File: config.mk
export PLATFORM = sky130hd
export DESIGN_NAME = led_blink_array_flat
export DESIGN_NICKNAME = d
export VERILOG_FILES = /design/src/rtl/led_blink_array_if.sv /design/src/rtl/led_blink_array.sv /design/src/flat_wrapper.sv
export SDC_FILE = /design/constraint.sdc
export NUM_CORES = 1
export LEC_CHECK = 0
export BUFFER_PORTS_ARGS = -buffer_cell sky130_fd_sc_hd__buf_2
export CORE_MARGIN = 2
export CORE_UTILIZATION = 40
export CTS_BUF_LIST = sky130_fd_sc_hd__clkbuf_16
export CTS_CLUSTER_DIAMETER = 200
export DETAILED_ROUTE_END_ITERATION = 6
export PLACE_DENSITY = 0.63
export SLEW_MARGIN = 20
export SYNTH_ARGS = -nofsm -noshare
export SYNTH_HDL_FRONTEND = slang
export SYNTH_SLANG_ARGS = --single-unit
export TNS_END_PERCENT = 50
File: constraint.sdc
create_clock -name CLK -period 6 [get_ports CLK]
set_input_delay 0.9 -clock CLK [delete_from_list [all_inputs] [get_ports CLK]]
set_output_delay 0.9 -clock CLK [all_outputs]
set_load 0.02 [all_outputs]
File: src/rtl/led_blink_array_if.sv
// Configuration write port for led_blink_array: valid/ready request carrying
// channel, mode, half-period and burst count, plus the write-error pulse.
interface led_blink_array_if #(
  parameter int N_CH  = 4,
  parameter int DIV_W = 32,
  parameter int CNT_W = 8,
  parameter int CH_W  = (N_CH > 1) ? $clog2(N_CH) : 1
) ();
  logic             cfg_valid;
  logic             cfg_ready;
  logic [CH_W-1:0]  cfg_ch;
  logic [1:0]       cfg_mode;
  logic [DIV_W-1:0] cfg_half;
  logic [CNT_W-1:0] cfg_count;
  logic             cfg_err;

  modport master (
    output cfg_valid, cfg_ch, cfg_mode, cfg_half, cfg_count,
    input  cfg_ready, cfg_err
  );

  modport slave (
    input  cfg_valid, cfg_ch, cfg_mode, cfg_half, cfg_count,
    output cfg_ready, cfg_err
  );
endinterface

File: src/rtl/led_blink_array.sv
// N_CH independent LED drivers (OFF / ON / BLINK / counted BURST) configured through
// a valid/ready write port. Optional macro LED_PHASE_SYNC_EN adds a sync_strobe input.
module led_blink_array #(
  parameter int N_CH  = 4,
  parameter int DIV_W = 32,
  parameter int CNT_W = 8
) (
  input  logic              CLK,
  input  logic              RST_N,
`ifdef LED_PHASE_SYNC_EN
  input  logic              sync_strobe,
`endif
  led_blink_array_if.slave  cfg,
  output logic [N_CH-1:0]   LED,
  output logic [N_CH-1:0]   done
);

  typedef enum logic [1:0] {
    ST_OFF   = 2'b00,
    ST_ON    = 2'b01,
    ST_BLINK = 2'b10,
    ST_BURST = 2'b11
  } mode_e;

  mode_e            state_q [N_CH];
  mode_e            state_d [N_CH];
  logic [DIV_W-1:0] cnt_q   [N_CH];
  logic [DIV_W-1:0] cnt_d   [N_CH];
  logic [DIV_W-1:0] half_q  [N_CH];
  logic [DIV_W-1:0] half_d  [N_CH];
  logic [CNT_W-1:0] rem_q   [N_CH];
  logic [CNT_W-1:0] rem_d   [N_CH];
  logic [N_CH-1:0]  led_q, led_d;
  logic [N_CH-1:0]  done_q, done_d;
  logic             ready_q, ready_d;
  logic             err_q, err_d;

  logic             accept;
  logic             sync_hit;
  logic [DIV_W-1:0] half_in;

`ifdef LED_PHASE_SYNC_EN
  assign sync_hit = sync_strobe;
`else
  assign sync_hit = 1'b0;
`endif

  assign accept  = cfg.cfg_valid && ready_q;
  assign half_in = (cfg.cfg_half == '0) ? DIV_W'(1) : cfg.cfg_half;

  always_comb begin
    ready_d = 1'b1;
    err_d   = accept && (int'(cfg.cfg_ch) >= N_CH);
    led_d   = led_q;
    done_d  = '0;
    for (int i = 0; i < N_CH; i++) begin
      state_d[i] = state_q[i];
      cnt_d[i]   = cnt_q[i];
      half_d[i]  = half_q[i];
      rem_d[i]   = rem_q[i];

      if (state_q[i] == ST_BLINK || state_q[i] == ST_BURST) begin
        if (sync_hit) begin
          cnt_d[i] = '0;
          led_d[i] = 1'b1;
        end else if (cnt_q[i] == half_q[i] - DIV_W'(1)) begin
          cnt_d[i] = '0;
          led_d[i] = ~led_q[i];
          // Bursts count falling edges; the last one parks the channel in OFF.
          if (state_q[i] == ST_BURST && led_q[i]) begin
            rem_d[i] = rem_q[i] - CNT_W'(1);
            if (rem_q[i] == CNT_W'(1)) begin
              state_d[i] = ST_OFF;
              led_d[i]   = 1'b0;
              done_d[i]  = 1'b1;
            end
          end
        end else begin
          cnt_d[i] = cnt_q[i] + DIV_W'(1);
        end
      end

      // A write to this channel overrides whatever its timer did this edge.
      if (accept && int'(cfg.cfg_ch) == i) begin
        state_d[i] = mode_e'(cfg.cfg_mode);
        cnt_d[i]   = '0;
        half_d[i]  = half_in;
        rem_d[i]   = cfg.cfg_count;
        done_d[i]  = 1'b0;
        case (mode_e'(cfg.cfg_mode))
          ST_OFF:   led_d[i] = 1'b0;
          ST_ON:    led_d[i] = 1'b1;
          ST_BLINK: led_d[i] = 1'b1;
          ST_BURST: begin
            if (cfg.cfg_count == '0) begin
              state_d[i] = ST_OFF;
              led_d[i]   = 1'b0;
              done_d[i]  = 1'b1;
            end else begin
              led_d[i]   = 1'b1;
            end
          end
          default:  led_d[i] = 1'b0;
        endcase
      end
    end
  end

  always_ff @(posedge CLK or negedge RST_N) begin
    if (!RST_N) begin
      ready_q <= 1'b0;
      err_q   <= 1'b0;
      led_q   <= '0;
      done_q  <= '0;
      for (int i = 0; i < N_CH; i++) begin
        state_q[i] <= ST_OFF;
        cnt_q[i]   <= '0;
        half_q[i]  <= '0;
        rem_q[i]   <= '0;
      end
    end else begin
      ready_q <= ready_d;
      err_q   <= err_d;
      led_q   <= led_d;
      done_q  <= done_d;
      for (int i = 0; i < N_CH; i++) begin
        state_q[i] <= state_d[i];
        cnt_q[i]   <= cnt_d[i];
        half_q[i]  <= half_d[i];
        rem_q[i]   <= rem_d[i];
      end
    end
  end

  assign cfg.cfg_ready = ready_q;
  assign cfg.cfg_err   = err_q;
  assign LED           = led_q;
  assign done          = done_q;

endmodule

File: src/flat_wrapper.sv
// flat-port wrapper written by rule: the top's interface ports become plain ports
module led_blink_array_flat 
#(
  parameter int N_CH  = 4,
  parameter int DIV_W = 32,
  parameter int CNT_W = 8
)
  (CLK, RST_N, LED, done, cfg_cfg_valid, cfg_cfg_ch, cfg_cfg_mode, cfg_cfg_half, cfg_cfg_count, cfg_cfg_ready, cfg_cfg_err);
  led_blink_array_if #(.N_CH(N_CH), .DIV_W(DIV_W), .CNT_W(CNT_W)) cfg_i ();
  input  logic CLK;
  input  logic RST_N;
  output logic [N_CH-1:0] LED;
  output logic [N_CH-1:0] done;
  input wire logic [$bits(cfg_i.cfg_valid)-1:0] cfg_cfg_valid;
  input wire logic [$bits(cfg_i.cfg_ch)-1:0] cfg_cfg_ch;
  input wire logic [$bits(cfg_i.cfg_mode)-1:0] cfg_cfg_mode;
  input wire logic [$bits(cfg_i.cfg_half)-1:0] cfg_cfg_half;
  input wire logic [$bits(cfg_i.cfg_count)-1:0] cfg_cfg_count;
  output wire logic [$bits(cfg_i.cfg_ready)-1:0] cfg_cfg_ready;
  output wire logic [$bits(cfg_i.cfg_err)-1:0] cfg_cfg_err;
  assign cfg_i.cfg_valid = cfg_cfg_valid;
  assign cfg_i.cfg_ch = cfg_cfg_ch;
  assign cfg_i.cfg_mode = cfg_cfg_mode;
  assign cfg_i.cfg_half = cfg_cfg_half;
  assign cfg_i.cfg_count = cfg_cfg_count;
  assign cfg_cfg_ready = cfg_i.cfg_ready;
  assign cfg_cfg_err = cfg_i.cfg_err;
  led_blink_array #(.N_CH(N_CH), .DIV_W(DIV_W), .CNT_W(CNT_W)) u_core (.CLK(CLK), .RST_N(RST_N), .cfg(cfg_i), .LED(LED), .done(done));
endmodule
# Word level (Yosys, flattened, before mapping)
# Index checks and enable logic that the tools add are counted.
[totals] mem_bits_rw=0 in_bits=47 mem_count=0 latch_bits=0 register_bits=305 word_cells=201 rom_bits=0
[classes] div=0 n_shift=0 multipliers=0 muxes=95 bitwise_logic=4 n_lt_le_gt_ge=0 n_reduce_logical=46 eq_ne=22 n_addsub=12
[op_table] cell="2-to-1 mux 32 bit" n=13
[op_table] cell="adder 32 x 1 -> 32 bit, second input constant" n=4
[op_table] cell="== test 32 bit" n=4
[op_table] cell="2-to-1 mux 8 bit" n=16
[op_table] cell="subtractor 32 x 1 -> 32 bit, second input constant" n=4
[op_table] cell="2-to-1 mux 2 bit" n=22
[op_table] cell="2-to-1 mux 1 bit" n=43
[op_table] cell="== test 8 x 1 -> 1 bit, second input constant" n=4
[op_table] cell="logical NOT 32 bit" n=1
[op_table] cell="nonzero test 2 bit" n=16
[op_table] cell="subtractor 8 x 1 -> 8 bit, second input constant" n=4
[op_table] cell="== test 2 bit, second input constant" n=12
[op_table] cell="AND reduction 4 bit" n=4
[op_table] cell="AND reduction 3 bit" n=4
[op_table] cell="logical AND 1 bit" n=9
[op_table] cell="logical NOT 8 bit" n=1
[op_table] cell="AND reduction 2 bit" n=4
[op_table] cell="== test 2 x 1 -> 1 bit, second input constant" n=2
[op_table] cell="logical NOT 2 bit" n=2
[op_table] cell="logical OR 1 bit" n=4
[op_table] cell="NOT 1 bit" n=4
[op_table] cell="case mux 1 bit (3 select lines)" n=1
[op_table] cell="OR reduction 2 bit" n=1

# Depth between registers and ports, before layout
[depth] depth_word=6 ltp_mapped=14 ltp_nobuf=11

# Worst setup path before layout
# Ideal clock, no wire load.
[synth_path] kind="register to register" startpoint="reg u_core.half_q[64] (netlist bit)" endpoint="reg u_core.rem_q[17] (netlist bit)" n_path_buf=0 setup_ns=0.083 required_time_ns=5.917 t_arrival_ns=3.576 stages_incl_launch_ff=12 setup_slack_ns=2.341 path_cell_list="dfrtp_1 inv_1 ha_1 or4b_1 nor4_1 nand2_1 nor4_1 mux2_2 or4_1 nor2_1 mux2_2 o21ai_0"
[synth_via] elab_chain_len=4
[synth_lines] item="from (decl)" line_no="led_blink_array.sv:29" source="logic [DIV_W-1:0] half_q [N_CH];"
[synth_lines] item="from (signal, indexed assignment)" line_no="led_blink_array.sv:129" source="half_q[i] <= half_d[i];"
[synth_lines] item="subtractor 32 x 1 -> 32 bit" line_no="led_blink_array.sv:66" source="end else if (cnt_q[i] == half_q[i] - DIV_W'(1)) begin"
[synth_lines] item="== test 32 bit" line_no="led_blink_array.sv:66"
[synth_lines] item="nonzero test 2 bit (no source line)"
[synth_lines] item="AND reduction 3 bit (no source line)"
[synth_lines] item="to (signal, indexed assignment)" line_no="led_blink_array.sv:130" source="rem_q[i] <= rem_d[i];"
[synth_lines] item="to (decl)" line_no="led_blink_array.sv:31" source="logic [CNT_W-1:0] rem_q [N_CH];"
# No other way between the ends.
# A chain may end at the register's enable or synchronous reset.

# Worst setup path in the final report
[layout_path] startpoint="reg u_core.half_q[32] (netlist bit)" endpoint="reg u_core.cnt_q[58] (netlist bit)"
[layout_via] elab_chain_len=5
[layout_lines] item="subtractor 32 x 1 -> 32 bit" line_no="led_blink_array.sv:66"
[layout_lines] item="== test 32 bit" line_no="led_blink_array.sv:66"
[layout_lines] item="2-to-1 mux 32 bit" line_no="led_blink_array.sv:66"
[layout_lines] item="2-to-1 mux 32 bit" line_no="led_blink_array.sv:62" source="if (state_q[i] == ST_BLINK || state_q[i] == ST_BURST) begin"
[layout_lines] item="2-to-1 mux 32 bit" line_no="led_blink_array.sv:84" source="if (accept && int'(cfg.cfg_ch) == i) begin"
[layout_lines] item="to (signal, indexed assignment)" line_no="led_blink_array.sv:128" source="cnt_q[i] <= cnt_d[i];"
[layout_lines] item="to (decl)" line_no="led_blink_array.sv:27" source="logic [DIV_W-1:0] cnt_q [N_CH];"
# No other way between the ends. The select of a mux whose other input is x is not followed.

==> results.yml <==
clock_tree:
  cts-root-buf: "clkbuf_16"
  clk_pin_slew_ns: 0.06
  clk_latency_ns: 0.55
  numCtsBuffers: 35
  clockBufferDepth: 3
  cts-resized-gates: 0
  clock-sinks: 305
  cts_max_level: 2
  postCtsSetupRepairBufs: 0
  hold_buffers: 0
  cts_tree: "yes"
detailed_routing:
  dr.max_layer_used: "met5"
  wire_per_inst_um: 19.34
  drt_iter0_drc: 1671
  routed_wl_um: 56470
  ant_nets: 0
  num_vias: 16780
  wl_met1_um: 25700
  drt_first_pass_iters: 6
  wl_met3_um: 3422
  met2_wirelength_um: 25050
  drcViolationCount: 0
  vias_per_cell: 5.750
yosys:
  synth_adder_area_share_pct: 1.165
  syn_nets: 2355
  synthesis.instances: 2290
  ys_types: 85
  synth-simple-area-share_pct: 31.02
  yosys_warnings: 0
  synth_edf_count: 0
  synth_xor_area_share_pct: 12.49
  yosysSeqAreaShare_pct: 39.48
  synth_ff_type: "dfrtp_1"
  synth.avg_cell_area_um2: 8.442
  synth_top_family_by_area: "simple AND/OR/NAND/NOR gates"
  synthArstFlopShare_pct: 100.0
  synth_mux_area_share_pct: 2.964
  ys_ff_latch: 305
  synth_compound_area_share_pct: 9.288
  syn-cell-area_um2: 19330
final_layout:
  areaGrowthSynthToFinish_pct: 9.456
  fin_cells: 2919
  antenna_cells: 0
  nFillCells: 4565
  layout.nets: 2346
  drive_gt1_share_pct: 9.288
global_routing:
  grt_pass1_vias: 16010
  grtUsageTotal_pct: 22.75
  grt_antenna_before_repair: 1
  grt_pass1_wl_um: 90110
  grt_max_degree: 111
  grt_overflow: 0
timing:
  slew_headroom_pct: 37.90
  max_freq_mhz: 223.1
  post-route-min-period_ns: 4.482
  finClkSkew_ns: 0.02553
  finalHoldViolations: 0
  setup_tns_ns: 0
  worst_pin_slew_ns: 0.9230
  setup_violations: 0
  maxSlewViolCount: 0
  rsz0062_at_grt: "false"
  fin_crit_sh_pct: 74.69
power_and_ir_drop:
  p_leak_uw: 0.008791
  peakVddDrop_v: 0.0001583
  p_per_area_nw_per_um2: 308.7
job:
  maxCapViolCount: 0
worst_setup_path:
  path_max_fanout: 19
  criticalPathCategory: "reg -> reg"
  start_kind: "register"
  worstPathArrival_ns: 4.87
  cp.required_ns: 6.39
  critPathCaptureType: "register"
placed_design:
  io_buffers: 55
  placed_cells: 2859
  place_congestion: 0.9176
  hpwl_um: 40130
hold_path:
  hold_path_class: "in -> async"
floorplan:
  start_util_pct: 40.49
  fp.dieH_um: 223.8
  ios: 57
  fp.dieW_um: 223.8
  die_area_um2: 50100
  num_rows: 80
  core_area_um2: 47750
status:
  status: "finished, final reports clean"
[cells by family (layout without fill, tap and decap cells)]
kind of cell,count (synthesis),in the layout
mux,52,52
fa+ha+maj,18,18
simple gates,1203,1203
other cells,2,2
flops,305,305
compound gates,264,264
xor+xnor,274,274
buf+inv,172,186
[synth_stat cells (all sizes together) (13+ instances only)]
| library cell | instances | area share, % |
|---|---|---|
| nand3 | 91 | 2.4 |
| nor3 | 115 | 3.1 |
| inv | 54 | 1.0 |
| xor2 | 130 | 5.9 |
| nand2b | 20 | 0.65 |
| clkbuf | 92 | 1.8 |
| nand3b | 13 | 0.50 |
| nor4b | 13 | 0.69 |
| or3 | 35 | 1.1 |
| ha | 18 | 1.2 |
| nand4b | 13 | 0.62 |
| nand2 | 425 | 8.3 |
| a31oi | 19 | 0.61 |
| and3 | 24 | 0.78 |
| dfrtp | 305 | 39 |
| nor4 | 72 | 2.5 |
| mux2 | 42 | 2.4 |
| a21oi | 39 | 1.0 |
| o211ai | 14 | 0.54 |
| nand4 | 57 | 1.8 |
| buf | 26 | 0.72 |
| or2 | 14 | 0.47 |
| o21ai | 73 | 2.0 |
| or4 | 31 | 1.2 |
| nor2 | 212 | 4.1 |
| a22o | 14 | 0.63 |
| xnor2 | 143 | 6.5 |
| nor2b | 19 | 0.61 |
[through the flow]
stage | setup WS (ns) | hold slack (ns) | total power, µW | utilization (%) | instance area [µm²]
6_report | 1.518 | 0.3620 | 6531 | 44.32 | 21160
5_1_grt | 1.057 | 0.4446 | 6906 | 44.32 | 21160
3_5_place_dp | 1.600 | 0.4943 | 4403 | 42.02 | 20060
3_3_place_gp | 1.621 | 0.4860 | 4358 | 42.02 | 20060
4_1_cts | 1.576 | 0.4308 | 6558 | 44.31 | 21150
2_1_floorplan | 2.341 | 0.4665 | 3896 | - | 19330
[final cells by class]
cell class              count  area, µm²  share of cell area (%)
inverters                  54      202.7                  0.9580
clock buffers              35      875.8                   4.139
well taps                 615      769.5                   3.637
repair buffers             72      425.4                   2.011
flip-flops and latches    305       7632                   36.07
multi-input cells        1813      11040                   52.17
clock inverters            25      215.2                   1.017
[report_power, final]
group | switching, µW | internal, µW | leakage [µW] | total [µW]
combinational | 887 | 671 | 0.00429 | 1560
sequential | 500 | 2340 | 0.00394 | 2840
clock | 900 | 1230 | 0.000566 | 2130
total | 2290 | 4240 | 0.00879 | 6530
[cells in the final DEF, fill, tap and decap left out, types with 11 or more instances in the layout]
cell type and instances:
xnor2_1 143, nor2b_1 19, a22o_1 14, inv_1 62, xor2_1 130, nand4_1 57
nor3_1 109, or4_1 30, o311ai_0 11, nand2_1 425, nand3_1 91, ha_1 18
buf_2 54, mux2_2 42, a31oi_1 19, or2_2 13, and4_1 11, nand3b_1 13
o211ai_1 14, nor2_1 212, dfrtp_1 305, nor4_1 66, buf_4 16, a21oi_1 39
o21ai_0 65, and3_1 24, clkbuf_16 35, nand2b_1 20, or3_1 34, nand4b_1 12
[routing by layer]
| metal | vias to the layer above | GRT usage, % |
|---|---|---|
| li1 | 8006 | - |
| met1 | 8216 | 31.63 |
| met2 | 440 | 35.12 |
| met3 | 120 | 4.014 |
| met4 | 2 | 9.269 |
| met5 | - | 0 |
[state kept, by name, indices dropped and copies added (netlist names)]
register / cells
u_core.LED: 4
u_core.cfg.cfg_ready: 1
u_core.cnt_q: 128
u_core.done: 4
u_core.half_q: 128
u_core.rem_q: 32
u_core.state_q: 8
[path summary, 6_finish.rpt]
path | from | depth (start not counted) | slack [ns] | endpoint
worst max-delay path | u_core.half_q[32] | 12 | 1.52 | u_core.cnt_q[58]
worst min-delay path | RST_N | 1 | 0.36 | u_core.cnt_q[108]
worst max register to register | u_core.half_q[32] | 12 | 1.52 | u_core.cnt_q[58]
worst min register to register | u_core.half_q[31] | 2 | 0.51 | u_core.half_q[31]
max in group asynchronous | RST_N | 2 | 4.46 | u_core.cnt_q[61]
min in group CLK | u_core.half_q[31] | 2 | 0.51 | u_core.half_q[31]
[worst max-delay path: stages (launching register included)]
cell,delay [ns]
dfrtp_1,0.45
inv_1,0.09
ha_1,0.22
nor4b_2,0.57
nand4_1,0.38
xnor2_1,0.36
mux2i_1,0.24
o2111ai_1,0.11
or4_1,0.75
o21ai_1,0.21
buf_4,0.24
and2_1,0.57
nor2_1,0.12
(Power assumes the default switching activity.)
